--- config.mk ---
export PLATFORM = sky130hd
export DESIGN_NAME = selfcomp_leak_monitor
export DESIGN_NICKNAME = d
export VERILOG_FILES = /design/src/rtl/selfcomp_pkg.sv /design/src/rtl/selfcomp_chan_tracker.sv /design/src/rtl/selfcomp_leak_monitor.sv
export SDC_FILE = /design/constraint.sdc
export NUM_CORES = 1
export LEC_CHECK = 0
export BUFFER_PORTS_ARGS = -buffer_cell sky130_fd_sc_hd__buf_2
export CORE_AREA = 2 2 168 170
export CTS_CLUSTER_SIZE = 40
export DETAILED_ROUTE_END_ITERATION = 7
export DIE_AREA = 0 0 170 172
export GPL_TIMING_DRIVEN = 0
export HOLD_SLACK_MARGIN = 0.05
export PLACE_DENSITY = 0.83
export SYNTH_ARGS = -nofsm -noshare
export SYNTH_HDL_FRONTEND = slang
export SYNTH_HIERARCHICAL = 1
export SYNTH_SLANG_ARGS = --single-unit
--- constraint.sdc ---
create_clock -name clock -period 11.5 [get_ports clock]
set_input_delay 2.3 -clock clock [delete_from_list [all_inputs] [get_ports clock]]
set_output_delay 2.3 -clock clock [all_outputs]
set_load 0.01 [all_outputs]
--- src/rtl/selfcomp_pkg.sv ---
// Shared types and constants for the self-composition leak monitor.
package selfcomp_pkg;

    typedef enum logic [1:0] {
        StIdle,
        StCollect,
        StReport
    } state_e;

    localparam int unsigned DEFAULT_CNT_W   = 8;
    localparam int unsigned DEFAULT_CNT_MAX = (1 << DEFAULT_CNT_W) - 1;

    // Saturation value of a w-bit latency counter; doubles as the timeout.
    function automatic int unsigned sat_max(input int unsigned w);
        return (1 << w) - 1;
    endfunction

endpackage

--- src/rtl/selfcomp_chan_tracker.sv ---
// Per-channel completion tracker: done bit, latency and result latches, result consume.
module selfcomp_chan_tracker
    import selfcomp_pkg::*;
#(
    parameter int unsigned W     = 128,
    parameter int unsigned CNT_W = DEFAULT_CNT_W
) (
    input  logic             clock,
    input  logic             reset,
    input  logic             clear,
    input  logic             collect,
    input  logic             fill,
    input  logic [CNT_W-1:0] cnt,
    input  logic             dut_valid,
    input  logic [W-1:0]     dut_result,
    output logic             dut_ready,
    output logic             done,
    output logic             done_next,
    output logic [CNT_W-1:0] lat,
    output logic [CNT_W-1:0] lat_next,
    output logic [W-1:0]     res,
    output logic [W-1:0]     res_next
);

    localparam logic [CNT_W-1:0] CNT_MAX = CNT_W'(sat_max(CNT_W));

    logic capture;

    always_comb begin
        capture   = collect & dut_valid & ~done;
        dut_ready = capture;
        done_next = clear ? 1'b0 : (done | capture);
        res_next  = capture ? dut_result : res;
        lat_next  = lat;
        if (capture) begin
            lat_next = cnt;
        end else if (fill && !done) begin
            // Unfinished on timeout: report the saturation value.
            lat_next = CNT_MAX;
        end
    end

    always_ff @(posedge clock or negedge reset) begin
        if (!reset) begin
            done <= 1'b0;
            lat  <= '0;
            res  <= '0;
        end else begin
            done <= done_next;
            lat  <= lat_next;
            res  <= res_next;
        end
    end

endmodule

--- src/rtl/selfcomp_leak_monitor.sv ---
// N-way self-composition harness: broadcasts one transaction to NCH copies and
// flags timing divergence (and optionally result divergence) between them.
module selfcomp_leak_monitor
    import selfcomp_pkg::*;
#(
    parameter int unsigned NCH          = 2,
    parameter int unsigned W            = 128,
    parameter int unsigned CNT_W        = DEFAULT_CNT_W,
    parameter int unsigned TOL          = 0,
    parameter int unsigned CHECK_RESULT = 0
) (
    input  logic               clock,
    input  logic               reset,
    input  logic               in_valid,
    output logic               in_ready,
    output logic [NCH-1:0]     dut_in_valid,
    input  logic [NCH-1:0]     dut_in_ready,
    input  logic [NCH-1:0]     dut_out_valid,
    input  logic [NCH*W-1:0]   dut_out_result,
    output logic [NCH-1:0]     dut_out_ready,
    output logic               out_valid,
    input  logic               out_ready,
    output logic [W-1:0]       out_result,
    output logic [CNT_W-1:0]   latency_min,
    output logic [CNT_W-1:0]   latency_spread,
    output logic               timing_leak,
    output logic               timing_leak_early,
    output logic               result_leak,
    output logic               timeout,
    output logic               all_valid,
    output logic [15:0]        txn_count
);

    localparam logic [CNT_W-1:0] CNT_MAX = CNT_W'(sat_max(CNT_W));
    localparam logic [CNT_W-1:0] TOL_C   = CNT_W'(TOL);

    state_e state_q, state_d;

    logic [CNT_W-1:0] cnt_q;
    logic [NCH-1:0]   done, done_next;
    logic [CNT_W-1:0] lat      [NCH];
    logic [CNT_W-1:0] lat_next [NCH];
    logic [W-1:0]     res      [NCH];
    logic [W-1:0]     res_next [NCH];

    logic             accept, collecting, cnt_sat, all_done_next, to_report, timeout_hit;
    logic             res_mismatch;
    logic [CNT_W-1:0] lat_lo, lat_hi, spread_next, early_min;

    logic [CNT_W-1:0] latency_min_q, latency_spread_q;
    logic             timing_leak_q, result_leak_q, timeout_q;
    logic [15:0]      txn_count_q;

    assign collecting    = (state_q == StCollect);
    assign accept        = in_valid & in_ready;
    assign cnt_sat       = (cnt_q == CNT_MAX);
    assign all_done_next = &done_next;
    assign to_report     = collecting & (all_done_next | cnt_sat);
    assign timeout_hit   = collecting & cnt_sat & ~all_done_next;
    assign spread_next   = lat_hi - lat_lo;

    for (genvar i = 0; i < NCH; i++) begin : g_chan
        selfcomp_chan_tracker #(
            .W     (W),
            .CNT_W (CNT_W)
        ) u_tracker (
            .clock      (clock),
            .reset      (reset),
            .clear      (accept),
            .collect    (collecting),
            .fill       (timeout_hit),
            .cnt        (cnt_q),
            .dut_valid  (dut_out_valid[i]),
            .dut_result (dut_out_result[i*W +: W]),
            .dut_ready  (dut_out_ready[i]),
            .done       (done[i]),
            .done_next  (done_next[i]),
            .lat        (lat[i]),
            .lat_next   (lat_next[i]),
            .res        (res[i]),
            .res_next   (res_next[i])
        );
    end

    // Min/max over next-state latches so the report registers on REPORT entry.
    always_comb begin
        lat_lo       = lat_next[0];
        lat_hi       = lat_next[0];
        res_mismatch = 1'b0;
        early_min    = CNT_MAX;
        for (int i = 0; i < NCH; i++) begin
            if (lat_next[i] < lat_lo) lat_lo = lat_next[i];
            if (lat_next[i] > lat_hi) lat_hi = lat_next[i];
            if (res_next[i] != res_next[0]) res_mismatch = 1'b1;
            if (done[i] && lat[i] < early_min) early_min = lat[i];
        end
    end

    always_ff @(posedge clock or negedge reset) begin
        if (!reset) state_q <= StIdle;
        else        state_q <= state_d;
    end

    always_comb begin
        state_d = state_q;
        case (state_q)
            StIdle:    if (accept)    state_d = StCollect;
            StCollect: if (to_report) state_d = StReport;
            StReport:  if (out_ready) state_d = StIdle;
            default:                  state_d = StIdle;
        endcase
    end

    always_comb begin
        in_ready          = (state_q == StIdle) & (&dut_in_ready);
        dut_in_valid      = {NCH{in_valid & in_ready}};
        out_valid         = (state_q == StReport);
        timing_leak_early = collecting & (|done) & ~(&done) & ((cnt_q - early_min) > TOL_C);
    end

    always_ff @(posedge clock or negedge reset) begin
        if (!reset) begin
            cnt_q            <= '0;
            latency_min_q    <= '0;
            latency_spread_q <= '0;
            timing_leak_q    <= 1'b0;
            result_leak_q    <= 1'b0;
            timeout_q        <= 1'b0;
            txn_count_q      <= '0;
        end else begin
            if (accept) begin
                cnt_q <= CNT_W'(1);
            end else if (collecting && !cnt_sat) begin
                cnt_q <= cnt_q + CNT_W'(1);
            end
            if (to_report) begin
                latency_min_q    <= lat_lo;
                latency_spread_q <= spread_next;
                if (spread_next > TOL_C) timing_leak_q <= 1'b1;
                if ((CHECK_RESULT != 0) && res_mismatch) result_leak_q <= 1'b1;
            end
            if (timeout_hit) begin
                timeout_q     <= 1'b1;
                timing_leak_q <= 1'b1;
            end
            if (out_valid && out_ready) txn_count_q <= txn_count_q + 16'd1;
        end
    end

    assign out_result     = res[0];
    assign latency_min    = latency_min_q;
    assign latency_spread = latency_spread_q;
    assign timing_leak    = timing_leak_q;
    assign result_leak    = result_leak_q;
    assign timeout        = timeout_q;
    assign all_valid      = &done;
    assign txn_count      = txn_count_q;

endmodule

# Word-level counts from Yosys, hierarchy flattened
# Cells that the tools add are included.
[word_totals]
ff_bits = 190
in_bits = 264
wordCells = 85
[op_classes]
n_addsub = 4
magnitude_cmp = 6
eq_ne = 6
muxes = 19
bitwise_logic = 19
n_reduce_logical = 19
[ops]
columns = ["op", "n"]
rows = [
  ["two-way mux 8 bit", 10],
  ["adder 16 x 1 -> 16 bit (second input constant)", 1],
  ["> comparator 8 x 1 -> 1 bit (second input constant)", 2],
  ["less-than comparator 8 bit", 2],
  ["subtractor 8 bit", 2],
  ["AND 1 bit", 12],
  ["adder 8 x 1 -> 8 bit (second input constant)", 1],
  ["== test 8 bit (second input constant)", 1],
  ["> comparator 8 bit", 1],
  ["less-than comparator 8 bit (second input constant)", 1],
  ["AND reduction 2 bit", 4],
  ["logical AND 1 bit", 6],
  ["two-way mux 2 bit", 3],
  ["inequality test 2 x 1 -> 1 bit (second input constant)", 3],
  ["case mux 2 bit (3 select lines)", 1],
  ["nonzero test 2 bit", 3],
  ["two-way mux 1 bit", 5],
  ["inverter 1 bit", 4],
  ["zero test 1 bit", 3],
  ["bitwise OR 1 bit", 3],
  ["AND reduction 3 bit", 1],
  ["== test 2 x 1 -> 1 bit (second input constant)", 1],
  ["== test 2 bit (second input constant)", 1],
  ["zero test 2 bit", 1],
  ["OR reduction 2 bit", 1],
]

# Longest topological paths before layout
[logic_depth]
depth_word = 18
depth_mapped = 28

# By module
# The synthesis kept the hierarchy.
[by_module_without_submodules]
columns = ["module", "n_inst", "cells_each", "area_each_um2", "seq_area_each_um2"]
rows = [
  ["selfcomp_chan_tracker", 2, 304, 5821.8, 3428.3],
  ["selfcomp_leak_monitor", 1, 327, 3095.5, 1101.1],
]

# Least setup slack after synthesis
# Ideal clock, no wire load.
[synth_path]
path_kind = "in2reg"
start = "input dut_in_ready[1]"
end = "register timing_leak_q, in the netlist timing_leak"
setup_ps = 129
arrival_time_ps = 7912
t_required_ps = 11371
setup_slack_ps = 3458
path_stages = 26
n_path_buf = 3
path_cell_list = "nor4bb_1 -> and2_1 -> clkbuf_1 -> a21oi_1 -> nand2_1 -> nand2_1 -> nor3_1 -> buf_1 -> a211o_2 -> o221a_2 -> inv_1 -> ha_1 -> a21oi_1 -> o21ai_1 -> a211oi_4 -> nand2b_1 -> buf_2 -> mux2i_1 -> ha_1 -> inv_1 -> fa_1 -> a21o_1 -> a21oi_1 -> xnor2_1 -> or4_1 -> o41a_1"
[synth_lines]
columns = ["element", "line", "source"]
rows = [
  ["from (decl)", "selfcomp_leak_monitor.sv:17", "input logic [NCH-1:0] dut_in_ready,"],
  ["to (signal assigned)", "selfcomp_leak_monitor.sv:126", "timing_leak_q <= 1'b0;"],
  ["to (signal assigned)", "selfcomp_leak_monitor.sv:139", "if (spread_next > TOL_C) timing_leak_q <= 1'b1;"],
  ["to (signal assigned)", "selfcomp_leak_monitor.sv:144", "timing_leak_q <= 1'b1;"],
  ["to (decl)", "selfcomp_leak_monitor.sv:51", "logic timing_leak_q, result_leak_q, timeout_q;"],
]

==> results.toml <==
[floorplan]
y_dimension_of_the_die_um = 172
die-area_mm2 = 0.0292
core_area_mm2 = 0.0275
number_of_placement_rows = 61
die-width_um = 170
start_util_pct = 34.2
ioPinCount = 435

[sta]
hold_viol_final = 0
worst-slew-pin-transition_ns = 0.630
report.final.slew_viol_count = 0
min_period_over_period_pct = 74.7
setup_tns_ns = 0
final.min_clock_period_ns = 8.59
grt_setup_unrepaired = "false"
worst_clock_skew_ns = 0.00588
timing.slew.headroom_pct = 57.9
setup_violation_total_in_the_final_timing_report = 0
max_freq_mhz = 116

[placement]
place_hpwl_mm = 18.6
placement.io_buffers = 303
finalWeightedCongestion = 0.839
postPlaceCellArea_mm2 = 0.0114

[synthesis]
synthesis.nets = 962
average_cell_area_after_synthesis_um2 = 14.1
synthesis.instances = 666
syn_warnings = 8
syn_area_mm2 = 0.00940

[finish]
post-route-cell-area_mm2 = 0.0120
layout.cells.most_common = "buf_2"
fin_nets = 1285
layout_cells_sized_above_1_pct = 53.2
antenna-diode-count = 0
syn_to_final_growth_pct = 27.3
most-common-layout-cells = "303 x buf_2, 190 x dfrtp_1, 121 x mux2_4"

[clock_tree]
clock_insertion_delay_worst_skew_ns = 0.44
cts.path.max_buffers = 2
post_cts_resize_count = 0
cts-htree-levels = 4
number_of_post_cts_setup_repair_buffers = 0
cts_made_buffers = 17
ctsRootBufferMaster = "clkbuf_16"
cts-hold-fix-buffers = 0
numClockSinks = 190
cts_tree = "done"
cts.reportedPaths.clkPinSlew_ns = 0.07

[setup_path]
critPathArrivalTime_ns = 8.91
worst_ep_required_time_ns = 11.82
setup.worst_path.class = "primary input to register"
worst_path_max_delay_cell = "a211oi_4"
critPathMaxFanout = 13
worst-r2r-setup-slack_ns = 4.42
timing.critical_path.from_type = "primary input"
cp_num_buf_inv = 6
critPathMostFrequentCell = "a21oi_1"
setup.worst_path.end_class = "register"
slowest_delay_ns = 0.59
top_cell_family_by_delay_on_the_critical_path = "compound AO/OA/AOI/OAI gates"

[power]
irDropWorstVdd_v = 0.000213
power_per_cell_area_mw_per_mm2 = 333
total_leakage_power_uw = 0.00641

[route]
route.detailed.wl_per_inst_um = 18.4
detail_route.iter0.violations = 339
drt_pass1_iterations = 4
final_antenna_net_count = 0
route.detailed.drc = 0
detail_route.wirelength_mm = 24.8
route.detailed.vias_per_inst = 4.88
route.vias.total = 6576

[grt]
global_route_wire_length_before_repair_mm = 36.5
grt_util_all_layers_pct = 16.5
grt_max_degree = 115
grt_antenna_before_repair = 0
globalRouteOverflowTotal = 0
grt_pass1_vias = 6570

[run]
cap_viol_max_count = 0

[hold_path]
hold_class = "register to register"

[run_status]
run_status = "completed"
==> routing by layer <==
layer / part of all wire [%] / track usage, %
met1: 39 / 18.8
met2: 51 / 28.9
met3: 6.9 / 4.97
met4: 3.0 / 6.87
met5: 0 / 0
==> flip-flops by register name (all words and copies together), names as in the netlist <==
register and flops:
g_chan.u_tracker/done 2, g_chan.u_tracker/res 128, latency_min 8, timing_leak 1, timeout 1, txn_count 16, cnt_q 8, g_chan.u_tracker/lat 16
latency_spread 8, state_q 2
==> stage by stage <==
| stage | power [uW] | utilization (%) | hold WS (ns) | cells | setup slack, ns |
|---|---|---|---|---|---|
| after floorplan | 2740 | - | 0.507 | 666 | 3.46 |
| after global placement | 3320 | 41.3 | 0.448 | 1315 | 2.62 |
| after detailed placement | 3390 | 41.4 | 0.463 | 1316 | 2.51 |
| after CTS | 4010 | 43.5 | 0.482 | 1347 | 2.95 |
| after global routing | 4260 | 43.5 | 0.490 | 1347 | 2.37 |
| final | 3980 | 43.5 | 0.479 | 1347 | 2.91 |
==> where the power goes <==
part,internal (uW),switching (uW),total (uW)
sequential,964,198,1160
combinational,1150,1090,2240
clock,306,278,584
==> layout make-up <==
cell class / instances / area (um2)
plain buffers: 33 / 390
fillers: 2507 / 15500
repair buffers: 304 / 1550
well taps: 346 / 433
clock inverters: 14 / 150
clock buffers: 17 / 425
inverters: 21 / 78.8
flip-flops and latches: 190 / 4750
multi-input cells: 422 / 4170
==> worst paths after layout <==
kind,startpoint,end,cells after the start
max,dut_in_ready[1],timing_leak,27
min,txn_count[15],txn_count[15],1
max reg2reg,state_q[0],timing_leak,26
min reg2reg,txn_count[15],txn_count[15],1
max in group asynchronous,reset,g_chan[0].u_tracker/res[54],2
min in group asynchronous,reset,txn_count[7],1
==> worst reg2reg max path, stage by stage, from the launching register on <==
cell and delay, ns:
dfrtp_1 0.40, nor4bb_1 0.33, and2_1 0.21, clkbuf_1 0.46, a21oi_1 0.14, nand2_1 0.13
nand2_1 0.06, nor3_1 0.50, buf_1 0.37, a211o_2 0.16, o221a_2 0.20, inv_1 0.05
ha_1 0.30, a21oi_1 0.14, o21ai_1 0.15, a211oi_4 0.59, nand2b_1 0.18, buf_2 0.20
mux2i_1 0.24, ha_1 0.19, inv_1 0.06, fa_1 0.43, a21o_1 0.18, a21oi_1 0.22
xnor2_1 0.12, or4_1 0.51, o41a_1 0.43
(Power assumes the default switching activity.)
